[config.mk]
export PLATFORM = sky130hd
export DESIGN_NAME = pipe_hazard_ctrl
export DESIGN_NICKNAME = d
export VERILOG_FILES = /design/src/rtl/pipe_ctrl_pkg.sv /design/src/rtl/pipe_hazard_ctrl_sat_counter.sv /design/src/rtl/pipe_hazard_ctrl.sv
export SDC_FILE = /design/constraint.sdc
export NUM_CORES = 1
export LEC_CHECK = 0
export ABC_CLOCK_PERIOD_IN_PS = 3900
export BUFFER_PORTS_ARGS = -buffer_cell sky130_fd_sc_hd__buf_2
export CAP_MARGIN = 20
export CORE_MARGIN = 2
export CORE_UTILIZATION = 45
export CTS_BUF_LIST = sky130_fd_sc_hd__clkbuf_16
export DETAILED_ROUTE_END_ITERATION = 7
export PLACE_DENSITY = 0.76
export SLEW_MARGIN = 20
export SYNTH_ARGS = -nofsm -noshare
export SYNTH_HDL_FRONTEND = slang
export SYNTH_SLANG_ARGS = --single-unit
[constraint.sdc]
create_clock -name clk -period 3.9 [get_ports clk]
set_clock_uncertainty 0.1 [all_clocks]
set_input_delay 0.39 -clock clk [delete_from_list [all_inputs] [get_ports clk]]
set_output_delay 0.39 -clock clk [all_outputs]
set_load 0.03 [all_outputs]
[src/rtl/pipe_ctrl_pkg.sv]
// Shared definitions for the pipeline sequencing controller.
//   state_e     : controller state encoding (RUN, WAIT, DRAIN, HALTED)
//   ctl_t       : bundle of the seven pipeline-register controls
//   CTL_*       : control patterns for each pipeline action
//   DEF_*       : default timing parameters
// Used by pipe_hazard_ctrl (optional feature macro: PIPE_STAT_EN).
package pipe_ctrl_pkg;

    typedef enum logic [1:0] {
        ST_RUN    = 2'b00,
        ST_WAIT   = 2'b01,
        ST_DRAIN  = 2'b10,
        ST_HALTED = 2'b11
    } state_e;

    // Field order is also the bit order used when the struct is unpacked
    // onto the output ports.
    typedef struct packed {
        logic pc_we;
        logic if_id_we;
        logic id_exe_we;
        logic exe_mem_we;
        logic mem_wb_we;
        logic if_id_flush;
        logic id_exe_flush;
    } ctl_t;

    localparam ctl_t CTL_OFF    = 7'b000_0000;  // freeze, halted or in reset
    localparam ctl_t CTL_BRANCH = 7'b111_1111;  // advance, squash IF/ID and ID/EXE
    localparam ctl_t CTL_STALL  = 7'b001_1101;  // hold front end, bubble into EXE
    localparam ctl_t CTL_NORMAL = 7'b111_1100;  // everything advances

    localparam int DEF_MEM_TIMEOUT  = 16;
    localparam int DEF_DRAIN_CYCLES = 3;

endpackage

[src/rtl/pipe_hazard_ctrl_sat_counter.sv]
// sat_counter: saturating event counter with synchronous active-high reset.
//   clk   : rising-edge clock
//   rst   : synchronous reset, clears value
//   inc   : count one event this cycle
//   value : current count, sticks at all-ones
// Only compiled into the design when PIPE_STAT_EN is defined, since it has
// no other user.
`ifdef PIPE_STAT_EN
module sat_counter #(
    parameter int CNT_W = 32
) (
    input  logic             clk,
    input  logic             rst,
    input  logic             inc,
    output logic [CNT_W-1:0] value
);

    logic [CNT_W-1:0] value_q;

    function automatic logic [CNT_W-1:0] sat_inc(input logic [CNT_W-1:0] v);
        return (&v) ? v : v + CNT_W'(1);
    endfunction

    always_ff @(posedge clk) begin
        if (rst) begin
            value_q <= '0;
        end else if (inc) begin
            value_q <= sat_inc(value_q);
        end
    end

    assign value = value_q;

endmodule
`endif

[src/rtl/pipe_hazard_ctrl.sv]
// pipe_hazard_ctrl: sequencing controller for the 5-stage pipeline.
// Resolves load-use stalls, taken-branch flushes, data-memory wait freezes
// (with timeout to a sticky error) and the halt drain sequence.
//
// Ports
//   clk, rst                      : clock, synchronous active-high reset
//   LOAD_DEPEN                    : load-use hazard on the ID instruction
//   BRANCH_TAKEN                  : branch/jump in EXE resolved taken
//   MEM_BUSY                      : data memory not ready this cycle
//   HALT_REQ                      : halt decoded in ID
//   PC_WE .. MEM_WB_WE            : pipeline register write enables
//   IF_ID_FLUSH, ID_EXE_FLUSH     : load a bubble into the register
//   HALTED                        : core stopped (registered)
//   ERR                           : memory timeout, sticky until rst
//   STALL_CNT, FLUSH_CNT          : statistics, present with PIPE_STAT_EN
//
// Optional feature macro: PIPE_STAT_EN adds the saturating STALL_CNT and
// FLUSH_CNT counters and their ports.
module pipe_hazard_ctrl
    import pipe_ctrl_pkg::*;
#(
    parameter int MEM_TIMEOUT  = DEF_MEM_TIMEOUT,
    parameter int DRAIN_CYCLES = DEF_DRAIN_CYCLES,
    parameter int CNT_W        = 32
) (
    input  logic clk,
    input  logic rst,
    input  logic LOAD_DEPEN,
    input  logic BRANCH_TAKEN,
    input  logic MEM_BUSY,
    input  logic HALT_REQ,
    output logic PC_WE,
    output logic IF_ID_WE,
    output logic ID_EXE_WE,
    output logic EXE_MEM_WE,
    output logic MEM_WB_WE,
    output logic IF_ID_FLUSH,
    output logic ID_EXE_FLUSH,
    output logic HALTED,
    output logic ERR
`ifdef PIPE_STAT_EN
    ,
    output logic [CNT_W-1:0] STALL_CNT,
    output logic [CNT_W-1:0] FLUSH_CNT
`endif
);

    localparam int WCNT_W = (MEM_TIMEOUT > 2) ? $clog2(MEM_TIMEOUT) : 1;
    localparam int DCNT_W = $clog2(DRAIN_CYCLES + 1);

    localparam logic [WCNT_W-1:0] WCNT_ONE  = WCNT_W'(1);
    localparam logic [WCNT_W-1:0] WCNT_LAST = WCNT_W'(MEM_TIMEOUT - 1);
    localparam logic [DCNT_W-1:0] DCNT_ONE  = DCNT_W'(1);
    localparam logic [DCNT_W-1:0] DCNT_LAST = DCNT_W'(DRAIN_CYCLES);

    // Elaboration-time parameter sanity checks.
    if (MEM_TIMEOUT < 2) begin : g_bad_timeout
        $error("pipe_hazard_ctrl: MEM_TIMEOUT must be >= 2");
    end
    if (DRAIN_CYCLES < 1) begin : g_bad_drain
        $error("pipe_hazard_ctrl: DRAIN_CYCLES must be >= 1");
    end
    if (CNT_W < 1) begin : g_bad_cnt
        $error("pipe_hazard_ctrl: CNT_W must be >= 1");
    end

    state_e            state_q;
    logic [WCNT_W-1:0] wcnt_q;
    logic [DCNT_W-1:0] dcnt_q;
    logic              halted_q;
    logic              err_q;

    ctl_t ctl;
    logic halt_accept;

    // Control decode: purely combinational from state and inputs so the
    // pipeline sees stalls and flushes in the same cycle as the hazard.
    always_comb begin
        ctl         = CTL_OFF;
        halt_accept = 1'b0;
        if (rst) begin
            ctl = CTL_OFF;
        end else begin
            unique case (state_q)
                ST_RUN, ST_WAIT: begin
                    // A taken branch squashes the ID instruction, so any
                    // load-use or halt it carries is moot.
                    if (MEM_BUSY) begin
                        ctl = CTL_OFF;
                    end else if (BRANCH_TAKEN) begin
                        ctl = CTL_BRANCH;
                    end else if (LOAD_DEPEN) begin
                        ctl = CTL_STALL;
                    end else if (HALT_REQ) begin
                        ctl         = CTL_STALL;
                        halt_accept = 1'b1;
                    end else begin
                        ctl = CTL_NORMAL;
                    end
                end
                ST_DRAIN: begin
                    // Front end stays frozen; bubbles push the tail out.
                    ctl = MEM_BUSY ? CTL_OFF : CTL_STALL;
                end
                default: begin
                    ctl = CTL_OFF;
                end
            endcase
        end
    end

    assign {PC_WE, IF_ID_WE, ID_EXE_WE, EXE_MEM_WE, MEM_WB_WE,
            IF_ID_FLUSH, ID_EXE_FLUSH} = ctl;

    always_ff @(posedge clk) begin
        if (rst) begin
            state_q  <= ST_RUN;
            wcnt_q   <= '0;
            dcnt_q   <= '0;
            halted_q <= 1'b0;
            err_q    <= 1'b0;
        end else begin
            unique case (state_q)
                ST_RUN: begin
                    if (MEM_BUSY) begin
                        state_q <= ST_WAIT;
                        wcnt_q  <= WCNT_ONE;
                    end else if (halt_accept) begin
                        state_q <= ST_DRAIN;
                        dcnt_q  <= DCNT_ONE;
                    end
                end
                ST_WAIT: begin
                    if (MEM_BUSY) begin
                        // wcnt counts busy cycles already completed, so the
                        // last value ends the MEM_TIMEOUT-th busy cycle.
                        if (wcnt_q == WCNT_LAST) begin
                            state_q  <= ST_HALTED;
                            halted_q <= 1'b1;
                            err_q    <= 1'b1;
                        end else begin
                            wcnt_q <= wcnt_q + WCNT_W'(1);
                        end
                    end else begin
                        wcnt_q <= '0;
                        if (halt_accept) begin
                            state_q <= ST_DRAIN;
                            dcnt_q  <= DCNT_ONE;
                        end else begin
                            state_q <= ST_RUN;
                        end
                    end
                end
                ST_DRAIN: begin
                    // Frozen cycles hold dcnt; no timeout while draining.
                    if (!MEM_BUSY) begin
                        if (dcnt_q == DCNT_LAST) begin
                            state_q  <= ST_HALTED;
                            halted_q <= 1'b1;
                        end else begin
                            dcnt_q <= dcnt_q + DCNT_W'(1);
                        end
                    end
                end
                default: begin
                    state_q <= ST_HALTED;
                end
            endcase
        end
    end

    assign HALTED = halted_q;
    assign ERR    = err_q;

`ifdef PIPE_STAT_EN
    logic stall_inc;
    logic flush_inc;

    assign stall_inc = !rst && !ctl.pc_we && (state_q != ST_HALTED);
    assign flush_inc = ctl.if_id_flush;

    sat_counter #(.CNT_W(CNT_W)) u_stall_cnt (
        .clk   (clk),
        .rst   (rst),
        .inc   (stall_inc),
        .value (STALL_CNT)
    );

    sat_counter #(.CNT_W(CNT_W)) u_flush_cnt (
        .clk   (clk),
        .rst   (rst),
        .inc   (flush_inc),
        .value (FLUSH_CNT)
    );
`endif

endmodule

==> impl_metrics.json <==
{
  "synthCells": 72,
  "wl_met3_um": 45,
  "area_delta_synth_final_pct": 15.7,
  "fillCellCount": 114,
  "grt_pass1_wl_mm": 2.16,
  "worst_pin_slew_ns": 0.449,
  "cts-htree-levels": 1,
  "syn_area_per_cell_um2": 9.16,
  "seqPwrFrac_pct": 33.7,
  "rrSetupSlack_ns": 2.41,
  "drt-initial-drc-count": 22,
  "crit_path_start": "state_q[1]",
  "r2r-start": "state_q[1]",
  "p_int_w": 0.000251,
  "hold-path-endpoint": "ERR",
  "overflow": 0,
  "yosysSeqAreaShare_pct": 30.4,
  "final_cell_area_um2": 763,
  "crit_required_ns": 3.41,
  "finalSetupViolations": 0,
  "hold_start": "ERR",
  "postCtsHoldBufs": 0,
  "tns_ns": 0,
  "worstPathMaxFanout": 14,
  "critical_path.top_delay_family": "flip-flops",
  "min_period_ns": 1.92,
  "drive_above_1_share_pct": 30.5,
  "dpl.hpwl_um": 917,
  "clkLatencyLatePin_ns": 0.24,
  "critical_path_class": "reg2out",
  "cts_tree": "built",
  "p_per_area_nw_per_um2": 430,
  "coreArea_um2": 1330,
  "rsz0062_at_grt": "false",
  "grt_antenna_before_repair": 0,
  "p_leak_nw": 0.309,
  "top_layer": "met4",
  "drt-wirelength-per-cell_um": 13.8,
  "netlist_area_um2": 659,
  "vias": 593,
  "power_frac_comb_pct": 11.2,
  "placed_cell_area_um2": 688,
  "cp-start-kind": "flip-flop",
  "post-cts-setup-buffer-count": 0,
  "r2r_cells": 3,
  "fp-row-count": 13,
  "crit_buf_inv": 1,
  "run_status": "finished, final reports clean",
  "final.period_utilization_pct": 49.3,
  "hold_violations": 0,
  "max_stage_delay_ns": 0.44,
  "wl_met1_um": 601,
  "cts_sinks": 10,
  "dieArea_um2": 1790,
  "synth-seq-cells": 10,
  "cts_buffers": 3,
  "gp_congestion": 0.814,
  "dr_wl_met2_um": 630,
  "diodes": 0,
  "start_util_pct": 49.4,
  "synth_cell_types": 36,
  "viasPerCell": 6.11,
  "clkPwrFrac_pct": 55.1,
  "setup_ws_ns": 1.98,
  "die_y_um": 42.3,
  "total_power_w": 0.000328,
  "hp-class": "reg2reg",
  "max_slew_margin_pct": 70.1,
  "cts_buffer_depth": 2,
  "synth_top_area_cell": "dfxtp_1",
  "grt_pass1_vias": 481,
  "utilization_pct": 57.2,
  "r2r-end": "dcnt_q[0]",
  "p_sw_w": 0.0000765,
  "nNetsFinal": 92,
  "synth_top_area_share_pct": 30.4,
  "timing.fmax_mhz": 520,
  "dp_slack_ns": 2.16,
  "postRouteAntennaNets": 0,
  "die_x_um": 42.3,
  "pin_count": 15,
  "maxCapViolCount": 0,
  "worst_path_max_delay_cell": "dfxtp_1",
  "vdd_ir_drop_max_v": 0.000263,
  "ys_warn_count": 0,
  "clk_pin_slew_ns": 0.04,
  "crit_path_cell_trace": "nor3_2, o21a_1, buf_2",
  "postCtsResizedCells": 0,
  "worstPathArrival_ns": 1.43,
  "p_sw_share_pct": 23.3,
  "root_buffer": "clkbuf_16",
  "track_usage_pct": 16.6,
  "port_buffers": 14,
  "grt_max_degree": 15,
  "synth_nets": 80,
  "drt_pre_antenna_iters": 4,
  "synthTopCellsByArea": "dfxtp_1 (30%), buf_4 (5.7%), a21oi_1 (5.3%), ha_1 (3.8%), buf_6 (3.4%)",
  "end_kind": "output pin",
  "maxSlewViolCount": 0,
  "whs_path_depth": 2,
  "wirelength_mm": 1.34,
  "drc": 0
}
==> per-layer routing <==
layer | vias to the layer above | track usage [%]
met2 | 12 | 23.4
met3 | 6 | 5.17
met4 | 0 | 14.4
met5 | - | 0
met1 | 285 | 19.9
li1 | 290 | -
==> flip-flops by register name, indices dropped and copies added, names as in the netlist <==
name	flops
ERR	1
HALTED	1
dcnt_q	2
state_q	2
wcnt_q	4
==> cells in the mapped netlist <==
cell       instances
dfxtp_1           10
a21oi_1            7
nor2_1             6
buf_4              5
inv_1              3
nor2b_1            3
a211oi_1           2
a311oi_1           2
a31oi_1            2
and3_1             2
buf_6              2
ha_1               2
nor3_2             2
o21ai_0            2
a2111oi_2          1
a211oi_2           1
a21boi_1           1
a22oi_1            1
a311o_1            1
and2_2             1
and4_1             1
and4b_1            1
nand2b_1           1
nand3_1            1
nand4_1            1
nand4b_1           1
nor3b_1            1
nor3b_2            1
nor4b_1            1
nor4b_2            1
o21a_1             1
o21bai_1           1
o21bai_2           1
or2_1              1
or3b_1             1
xnor2_1            1
==> worst reg2reg max path: stages, from the launching register on <==
cell,delay (ns)
dfxtp_1,0.59
nor3b_2,0.30
a311oi_1,0.09
a2111oi_2,0.33
==> power by group through the flow <==
stage / combinational [W] / clock [W] / sequential (W)
after floorplan: 0.0000338 / 0 / 0.000109
after global placement: 0.0000355 / 0 / 0.000112
after detailed placement: 0.0000361 / 0 / 0.000112
after CTS: 0.0000368 / 0.000185 / 0.000110
after global routing: 0.0000393 / 0.000193 / 0.000111
final: 0.0000366 / 0.000181 / 0.000110
==> metrics by stage <==
step / hold slack, ns / cells
global route: 0.372 / 97
floorplan: 0.365 / 72
finish: 0.340 / 97
detailed placement: 0.343 / 94
CTS: 0.350 / 97
global placement: 0.331 / 94
==> worst max path at each step <==
stage          slack, ns            to  cells after the start
2_1_floorplan       1.70  ID_EXE_FLUSH                      3
3_3_place_gp        2.19  ID_EXE_FLUSH                      4
3_5_place_dp        2.16  ID_EXE_FLUSH                      4
4_1_cts             1.97         PC_WE                      3
5_1_grt             1.89         PC_WE                      3
6_report            1.98         PC_WE                      3
==> logic make-up after synthesis <==
group,count (synthesis),synth area share (%)
compound gates,23,25.6
fa+ha+maj,2,3.79
simple gates,26,28.1
buf+inv,10,10.8
xor+xnor,1,1.33
flops,10,30.4
==> cell usage in the layout (no fill, tap or decap), drive strengths merged, types with 2 or more instances in the layout <==
master  netlist  final
a311oi        2      2
nor3          2      2
ha            2      2
nor2          6      6
buf           7     14
dfxtp        10     10
inv           3      3
nor2b         3      3
clkbuf        0      3
o21ai         2      2
and3          2      2
a21oi         7      7
o21bai        2      2
nor4b         2      2
a31oi         2      2
a211oi        3      3
nor3b         2      2
==> final cells by class <==
type | instances | area (um2) | share of cell area (%)
clock buffer | 3 | 75.1 | 9.84
inverter | 3 | 11.3 | 1.48
multi-input combinational | 52 | 388 | 50.8
sequential | 10 | 200 | 26.2
tap | 15 | 18.8 | 2.46
timing repair buffer | 14 | 70.1 | 9.18
Power figures use the tool's default switching activity.
